[src/rtl/add_pkg.sv]
// Shared constants, op encoding and helpers for the pipelined
// carry-select adder.
package add_pkg;

    localparam int DEF_WIDTH  = 64;
    localparam int DEF_BLOCK  = 8;
    localparam int DEF_STAGES = 2;

    typedef enum logic {
        OP_ADD = 1'b0,
        OP_SUB = 1'b1
    } op_e;

    function automatic int nblk(input int width, input int block);
        return width / block;
    endfunction

    // 4-bit carry-lookahead group: returns {cout, sum[3:0]}.
    function automatic logic [4:0] cla4(
        input logic [3:0] a,
        input logic [3:0] b,
        input logic       c
    );
        logic [3:0] g;
        logic [3:0] p;
        logic [4:0] cc;
        g     = a & b;
        p     = a ^ b;
        cc[0] = c;
        cc[1] = g[0] | (p[0] & c);
        cc[2] = g[1] | (p[1] & g[0]) | (p[1] & p[0] & c);
        cc[3] = g[2] | (p[2] & g[1]) | (p[2] & p[1] & g[0])
              | (p[2] & p[1] & p[0] & c);
        cc[4] = g[3] | (p[3] & g[2]) | (p[3] & p[2] & g[1])
              | (p[3] & p[2] & p[1] & g[0])
              | (p[3] & p[2] & p[1] & p[0] & c);
        return {cc[4], p ^ cc[3:0]};
    endfunction

endpackage

[src/rtl/csel_block.sv]
// Combinational BLOCK-bit carry-select adder: two lookahead chains
// (carry-in 0 and 1) built from 4-bit groups, picked by cin.
// Ports: a, b (BLOCK) operands; cin carry-in; sum (BLOCK); cout.
module csel_block
    import add_pkg::*;
#(
    parameter int BLOCK = DEF_BLOCK
) (
    input  logic [BLOCK-1:0] a,
    input  logic [BLOCK-1:0] b,
    input  logic             cin,
    output logic [BLOCK-1:0] sum,
    output logic             cout
);

    localparam int NG = BLOCK / 4;

    logic [BLOCK-1:0] w_s0;
    logic [BLOCK-1:0] w_s1;
    logic [NG:0]      w_c0;
    logic [NG:0]      w_c1;

    assign w_c0[0] = 1'b0;
    assign w_c1[0] = 1'b1;

    genvar g;
    generate
        for (g = 0; g < NG; g++) begin : g_grp
            assign {w_c0[g+1], w_s0[g*4 +: 4]} =
                cla4(a[g*4 +: 4], b[g*4 +: 4], w_c0[g]);
            assign {w_c1[g+1], w_s1[g*4 +: 4]} =
                cla4(a[g*4 +: 4], b[g*4 +: 4], w_c1[g]);
        end
    endgenerate

    assign sum  = cin ? w_s1 : w_s0;
    assign cout = cin ? w_c1[NG] : w_c0[NG];

endmodule

[src/rtl/pipe_csel_adder.sv]
// Pipelined carry-select adder/subtractor with valid/ready flow control.
// Ports: clk, rst (async high); in_valid/in_ready, a, b, cin, sub in;
// out_valid/out_ready, sum, cout, ovf out.
module pipe_csel_adder
    import add_pkg::*;
#(
    parameter int WIDTH  = DEF_WIDTH,
    parameter int BLOCK  = DEF_BLOCK,
    parameter int STAGES = DEF_STAGES
) (
    input  logic             clk,
    input  logic             rst,
    input  logic             in_valid,
    output logic             in_ready,
    input  logic [WIDTH-1:0] a,
    input  logic [WIDTH-1:0] b,
    input  logic             cin,
    input  logic             sub,
    output logic             out_valid,
    input  logic             out_ready,
    output logic [WIDTH-1:0] sum,
    output logic             cout,
    output logic             ovf
);

    localparam int NBLK = nblk(WIDTH, BLOCK);
    localparam int SPS  = NBLK / STAGES;
    localparam int SW   = SPS * BLOCK;

    generate
        if (WIDTH < BLOCK || WIDTH % BLOCK != 0) begin : g_chk_w
            $error("WIDTH must be a non-zero multiple of BLOCK");
        end
        if (BLOCK < 4 || BLOCK % 4 != 0) begin : g_chk_b
            $error("BLOCK must be a non-zero multiple of 4");
        end
        if (STAGES < 1 || STAGES > NBLK || NBLK % STAGES != 0) begin : g_chk_s
            $error("STAGES must divide WIDTH/BLOCK");
        end
    endgenerate

    op_e w_op;
    logic w_adv;

    // Per-stage inputs (w_*i) and registered outputs (w_*q).
    logic [WIDTH-1:0] w_ai [STAGES];
    logic [WIDTH-1:0] w_bi [STAGES];
    logic [WIDTH-1:0] w_si [STAGES];
    logic             w_ci [STAGES];
    logic             w_vi [STAGES];
    logic [WIDTH-1:0] w_aq [STAGES];
    logic [WIDTH-1:0] w_bq [STAGES];
    logic [WIDTH-1:0] w_sq [STAGES];
    logic             w_cq [STAGES];
    logic             w_vq [STAGES];

    logic [WIDTH-1:0] w_res;
    logic [NBLK-1:0]  w_bcin;
    logic [NBLK-1:0]  w_bco;
    logic             w_ovf;
    logic             r_ovf;

    assign w_op = op_e'(sub);

    // Subtraction is a + ~b + 1; cin only matters for addition.
    assign w_ai[0] = a;
    assign w_bi[0] = (w_op == OP_SUB) ? ~b : b;
    assign w_ci[0] = (w_op == OP_SUB) | cin;
    assign w_si[0] = '0;
    assign w_vi[0] = in_valid;

    assign out_valid = w_vq[STAGES-1];
    assign in_ready  = !out_valid || out_ready;
    assign w_adv     = in_ready;

    genvar k;
    genvar j;
    generate
        for (k = 0; k < STAGES; k++) begin : g_stg
            logic             r_v;
            logic             r_c;
            logic [WIDTH-1:0] r_s;
            logic [WIDTH-1:0] r_a;
            logic [WIDTH-1:0] r_b;
            logic [WIDTH-1:0] w_nxt;

            if (k > 0) begin : g_link
                assign w_ai[k] = w_aq[k-1];
                assign w_bi[k] = w_bq[k-1];
                assign w_si[k] = w_sq[k-1];
                assign w_ci[k] = w_cq[k-1];
                assign w_vi[k] = w_vq[k-1];
            end

            // Splice this stage's resolved slice into the partial sum.
            always_comb begin
                w_nxt = w_si[k];
                w_nxt[k*SW +: SW] = w_res[k*SW +: SW];
            end

            always_ff @(posedge clk or posedge rst) begin
                if (rst) begin
                    r_v <= 1'b0;
                    r_c <= 1'b0;
                    r_s <= '0;
                    r_a <= '0;
                    r_b <= '0;
                end else if (w_adv) begin
                    r_v <= w_vi[k];
                    if (w_vi[k]) begin
                        r_s <= w_nxt;
                        r_a <= w_ai[k];
                        r_b <= w_bi[k];
                        r_c <= w_bco[(k+1)*SPS-1];
                    end
                end
            end

            assign w_vq[k] = r_v;
            assign w_cq[k] = r_c;
            assign w_sq[k] = r_s;
            assign w_aq[k] = r_a;
            assign w_bq[k] = r_b;
        end

        for (j = 0; j < NBLK; j++) begin : g_blk
            localparam int K = j / SPS;

            // First block of a stage takes the registered stage carry.
            if (j % SPS == 0) begin : g_cfirst
                assign w_bcin[j] = w_ci[K];
            end else begin : g_cchain
                assign w_bcin[j] = w_bco[j-1];
            end

            csel_block #(
                .BLOCK(BLOCK)
            ) u_blk (
                .a   (w_ai[K][j*BLOCK +: BLOCK]),
                .b   (w_bi[K][j*BLOCK +: BLOCK]),
                .cin (w_bcin[j]),
                .sum (w_res[j*BLOCK +: BLOCK]),
                .cout(w_bco[j])
            );
        end
    endgenerate

    // Carry into the MSB recovered from its sum bit, xored with carry out.
    assign w_ovf = w_ai[STAGES-1][WIDTH-1] ^ w_bi[STAGES-1][WIDTH-1]
                 ^ w_res[WIDTH-1] ^ w_bco[NBLK-1];

    always_ff @(posedge clk or posedge rst) begin
        if (rst) begin
            r_ovf <= 1'b0;
        end else if (w_adv && w_vi[STAGES-1]) begin
            r_ovf <= w_ovf;
        end
    end

    assign sum  = w_sq[STAGES-1];
    assign cout = w_cq[STAGES-1];
    assign ovf  = r_ovf;

endmodule

[config.mk]
export PLATFORM = sky130hd
export DESIGN_NAME = pipe_csel_adder
export DESIGN_NICKNAME = d
export VERILOG_FILES = /design/src/rtl/add_pkg.sv /design/src/rtl/csel_block.sv /design/src/rtl/pipe_csel_adder.sv
export SDC_FILE = /design/constraint.sdc
export NUM_CORES = 1
export LEC_CHECK = 0
export ABC_AREA = 1
export CORE_ASPECT_RATIO = 1.25
export CORE_MARGIN = 2
export CORE_UTILIZATION = 30
export DETAILED_ROUTE_END_ITERATION = 12
export DONT_BUFFER_PORTS = 1
export MAX_ROUTING_LAYER = met4
export PLACE_DENSITY = 0.47
export SKIP_CTS_REPAIR_TIMING = 1
export SYNTH_ARGS = -nofsm -noshare
export SYNTH_HDL_FRONTEND = slang
export SYNTH_SLANG_ARGS = --single-unit
[constraint.sdc]
create_clock -name clk -period 6.6 [get_ports clk]
set_input_delay 0.99 -clock clk [delete_from_list [all_inputs] [get_ports clk]]
set_output_delay 0.99 -clock clk [all_outputs]
set_load 0.1 [all_outputs]
* After elaboration in Yosys (flattened, before gate mapping) *
Index checks and enable logic that the tools add are counted.

operators by class
  multiplexer cells = 17
  bitwise operators = 517
  reduce and logical (&&, ||, !) cells = 5

operator list
  kind                 number
  $and A1 B1 Y1        256
  $or A1 B1 Y1         193
  $xor A4 B4 Y4        48
  $and A4 B4 Y4        16
  $mux W64             1
  $mux W8              8
  $not A64 Y64         1
  $mux W1              8
  $reduce_and A2 Y1    2
  $xor A1 B1 Y1        3
  $logic_and A1 B1 Y1  1
  $logic_not A1 Y1     1
  $logic_or A1 B1 Y1   1

word-level totals
  register bits = 229
  bits of input ports = 134
  output and inout port bits = 68
  word-level logic and storage cells = 548

* Longest topological paths before layout *
  depth after elaboration = 14
  gate-level depth with buffers = 25
  mapped depth without buffers = 22

* Hierarchy *
Synthesis repeated with hierarchy kept, for this count alone.

second synthesis, totals
  cells, all modules = 1291
  area, all modules = 10126.0 sq um

by module, submodules not included
  module           times used  cells an instance  area an instance (sq um)  sequential area each (sq um)
  pipe_csel_adder  1           723                6772.7                    4129.0
  csel_block       8           71                 419.2                     0.0

* Worst setup path after synthesis *
OpenSTA, ideal clock, no wires.

  kind = input -> register
  from = in sub
  to = reg g_stg[0].r_s[29]
  library setup time = 0.083 ns
  data arrival time = 4.117 ns
  data required time = 6.517 ns
  slack = 2.401 ns
  stages on the path = 23
  buffers on the path = 3
  cell sequence = buf_6 -> clkbuf_1 -> buf_1 -> xor2_1 -> ha_1 -> a21oi_1 -> and2_1 -> nand2_4 -> nand2_4 -> nand2_4 -> nand2_4 -> nand3_2 -> nand2_2 -> nand2_2 -> nand2_4 -> nand2_4 -> nand2_4 -> nand2_1 -> nand2_1 -> inv_1 -> fa_1 -> xor2_1 -> o21ai_0

between the ends
  word-level cells in the longest chain between the ends = 13
  elaborated cells between the ends (all ways) = 107
  classes of those cells = mux (5); bitwise (102)

RTL lines
  what                                                   line                                         RTL
  start, declared                                        pipe_csel_adder.sv:18                        input logic sub,
  $mux W64                                               pipe_csel_adder.sv:67                        assign w_bi[0] = (w_op == OP_SUB) ? ~b : b;
  $xor A4 B4 Y4 / $and A4 B4 Y4 (equally long branches)  add_pkg.sv:28, add_pkg.sv:27
  $and A1 B1 Y1, on equally long branches                add_pkg.sv:34, add_pkg.sv:35, add_pkg.sv:36
  $or A1 B1 Y1 (tied with other cells)                   add_pkg.sv:34                                cc[4] = g[3] | (p[3] & g[2]) | (p[3] & p[2] & g[1])
  $or A1 B1 Y1 / $and A1 B1 Y1 (equally long branches)   add_pkg.sv:34, add_pkg.sv:35
  $or A1 B1 Y1                                           add_pkg.sv:35                                | (p[3] & p[2] & p[1] & g[0])
  $or A1 B1 Y1                                           add_pkg.sv:36                                | (p[3] & p[2] & p[1] & p[0] & c);
  $and A1 B1 Y1                                          add_pkg.sv:36
  $or A1 B1 Y1                                           add_pkg.sv:36
  $mux W1 (3 in a row)                                   csel_block.sv:37                             assign cout = cin ? w_c1[NG] : w_c0[NG];
  $mux W8 *                                              csel_block.sv:36                             assign sum = cin ? w_s1 : w_s0;
  end signal, assigned                                   pipe_csel_adder.sv:111                       r_s <= w_nxt;
  end, declared                                          pipe_csel_adder.sv:82                        logic [WIDTH-1:0] r_s;

Mark *: on every way between the ends. The rest lies on a longest branch, timed or not.
A chain may end at the register's enable or synchronous reset.

* Worst setup path after layout *
  from = reg g_stg[1].r_v (netlist: out_valid)
  to = reg g_stg[0].r_s[22]

between the ends
  word-level cells in the longest chain between the ends = 3

RTL lines
  what                                line                    RTL
  start, declared                     pipe_csel_adder.sv:80   logic r_v;
  start signal, assigned              pipe_csel_adder.sv:109  r_v <= w_vi[k];
  $logic_not A1 Y1                    pipe_csel_adder.sv:73   assign in_ready = !out_valid || out_ready;
  $logic_or A1 B1 Y1                  pipe_csel_adder.sv:73
  net in_ready                        pipe_csel_adder.sv:14   output logic in_ready,
  $reduce_and A2 Y1 (no source line)  --

The timed path passes the listed nets, and every way through them passes these cells.

==> flow_summary.yaml <==
yosys:
  yosys.area.top_type: "dfrtp_1"
  synth-async-reset-ratio_pct: 100.0
  syn_area_per_cell_um2: 8.408
  synth_seq_cells: 165
  yosysWarnings: 0
  synth_seq_area_share_pct: 42.96
  syn_inst: 1143
  synth_ff_type: "dfrtp_1"
  synth-edff-count: 0
  synth_area_um2: 9610
  syn_nets: 1357
  ys_top_cells_by_area: "dfrtp_1 (43%), nand2_1 (14%), ha_1 (9.4%)"
  ys_types: 41
  yosysTopAreaCellShare_pct: 42.96
setup_path:
  reg2reg_to: "g_stg[0].r_s[22]"
  path_class: "reg -> reg"
  cp_data_arrival_time_ps: 4120
  startpoint_type: "flip-flop"
  crit_path_max_fanout: 71
  cp_data_required_time_ps: 6980
  worstRegToRegCells: 7
  reg2reg_from: "out_valid"
  regToRegSetupSlack_ps: 2860
  cp-end-kind: "flip-flop"
cts:
  numCtsBuffers: 17
  clk_latency_ps: 440
  cts_tree: "yes"
  htreeDepth: 4
  cts_max_path_buffers: 2
  cts_sinks: 165
  cts.reportedPaths.clkPinSlew_ps: 70
  ctsRootBufferMaster: "clkbuf_16"
die:
  initial_core_util_pct: 30.32
  die_area_um2: 33490
  die_h_um: 204.1
  die_w_um: 164.1
  pin_count: 202
  rows: 73
  core-area_um2: 31690
route:
  wl_um: 24130
  vias_per_cell: 4.556
  wl_per_cell_um: 15.57
  drt_first_pass_iters: 4
  drtAntennaViolNets: 0
  drcViolationCount: 0
  vias: 7062
  drtIter0Drc: 349
place:
  dp_hpwl_um: 17330
  place_congestion: 0.7774
  io_buffers: 0
global_route:
  grt_pass1_wl_um: 38570
  grt_max_degree: 77
  first_global_vias: 7152
  overflow: 0
  grt_util_all_layers_pct: 15.44
  antenna_found_initial: 1
layout:
  fill_cells: 3279
  layout.nets: 1338
  area_growth_pct: 10.74
  final_common_cell: "nand2_1"
  layout_common_cells: "nand2_1 (362), dfrtp_1 (165), inv_1 (97), o21ai_0 (94), ha_1 (72)"
  drive_gt1_share_pct: 7.036
run_status:
  status: "completed"
power_and_ir_drop:
  leakage_nw: 5.363
  power_mw: 4.934
  peakVddDrop_v: 0.0002548
  power_density_nw_per_um2: 463.6
sta:
  tns_ps: 0
  worst_pin_slew_ps: 1075
  finClkSkew_ps: 8.921
  relSlewSlack_pct: 28.20
  rsz0062_at_grt: "no"
  period_share_pct: 56.67
  hold_viol_final: 0
  drv_slew: 0
  fin_crit_ps: 3740
  fmax_mhz: 267.4
  setup_viol: 0
worst_hold_path:
  hold_path_class: "in -> async"
run:
  maxCapViolations: 0
## per-stage QoR
step	util (%)	hold slack [ps]	setup slack [ps]	instance area (µm²)	instances
global route	33.58	460.2	2492	10640	1550
detailed placement	31.57	466.5	2687	10010	1517
finish	33.58	437.3	2860	10640	1550
CTS	33.57	426.7	2757	10640	1549
floorplan	-	431.7	1148	9610	1143
global placement	31.57	459.0	2751	10010	1517
## routing by layer
| layer | vias to the layer above | share of wire, % | track usage [%] |
|---|---|---|---|
| met1 | 3253 | 42 | 17.71 |
| met2 | 165 | 48 | 24.88 |
| met4 | 0 | 2.0 | 5.357 |
| met5 | - | 0 | - |
| met3 | 25 | 7.7 | 5.560 |
| li1 | 3619 | - | - |
## layout make-up
type	count	area, µm²	share of cell area, %
clock buffers	20	456.7	4.291
multi-input cells	833	4936	46.38
inverters	102	389.1	3.656
flip-flops and latches	165	4129	38.80
clock inverters	12	176.4	1.658
repair buffers	5	37.54	0.3527
well taps	412	515.5	4.844
diodes	1	2.502	0.02351
## sequential cells by signal, indices dropped and copies added, names as in the netlist
signal,count
cout,1
g_stg.r_s,32
out_valid,1
ovf,1
g_stg.r_v,1
g_stg.r_b,32
g_stg.r_a,32
g_stg.r_c,1
sum,64
## cell families (layout without fill, tap and decap cells)
kind of cell | count (synthesis) | after routing | share of synthesized area [%]
AOI/OAI and AO/OA | 159 | 159 | 9.048
xor gates and xnor gates | 99 | 99 | 9.022
buffers and inverters | 145 | 139 | 5.833
DFF | 165 | 165 | 42.96
adders and majority gates | 80 | 80 | 11.04
and+or+nand+nor | 495 | 495 | 22.09
other | 0 | 1 | 0
## how the worst max path moves through the flow
stage,depth (start not counted),start,to
final,7,out_valid,g_stg[0].r_s[22]
after global routing,6,out_valid,g_stg[0].r_a[60]
after CTS,6,out_valid,g_stg[0].r_a[60]
after detailed placement,6,out_ready,g_stg[0].r_s[25]
after global placement,6,out_ready,g_stg[0].r_s[25]
after floorplan,1,rst,cout
## Yosys cell counts, types with 2 or more instances
cell type and number:
a21o_1 7, a21oi_1 32, a21oi_2 3, a31oi_1 9, and2_1 2, buf_1 4
buf_2 4, clkbuf_1 33, dfrtp_1 165, fa_1 8, ha_1 72, inv_1 99
inv_2 3, nand2_1 363, nand2_2 13, nand2_4 12, nand3_1 51, nand3_2 3
nor2_1 37, nor3_1 5, nor3_2 2, o211ai_1 2, o21ai_0 94, o21ai_1 2
o21ai_2 2, o221ai_1 2, o22ai_1 2, o31ai_1 2, xnor2_1 46, xor2_1 53
## worst max-delay path: stages, from the launching register on
cell and delay [ps]:
dfrtp_1 730, inv_1 150, nor2_1 90, inv_1 710, nand2_4 620, inv_2 1000, nand3_1 190, nand2_1 110
## where the power goes
part / switching (mW) / internal, mW / leakage, nW
Combinational: 0.606 / 0.401 / 3.02
Sequential: 1.56 / 1.28 / 2.03
Clock: 0.425 / 0.654 / 0.306
Power figures use the tool's default switching activity.
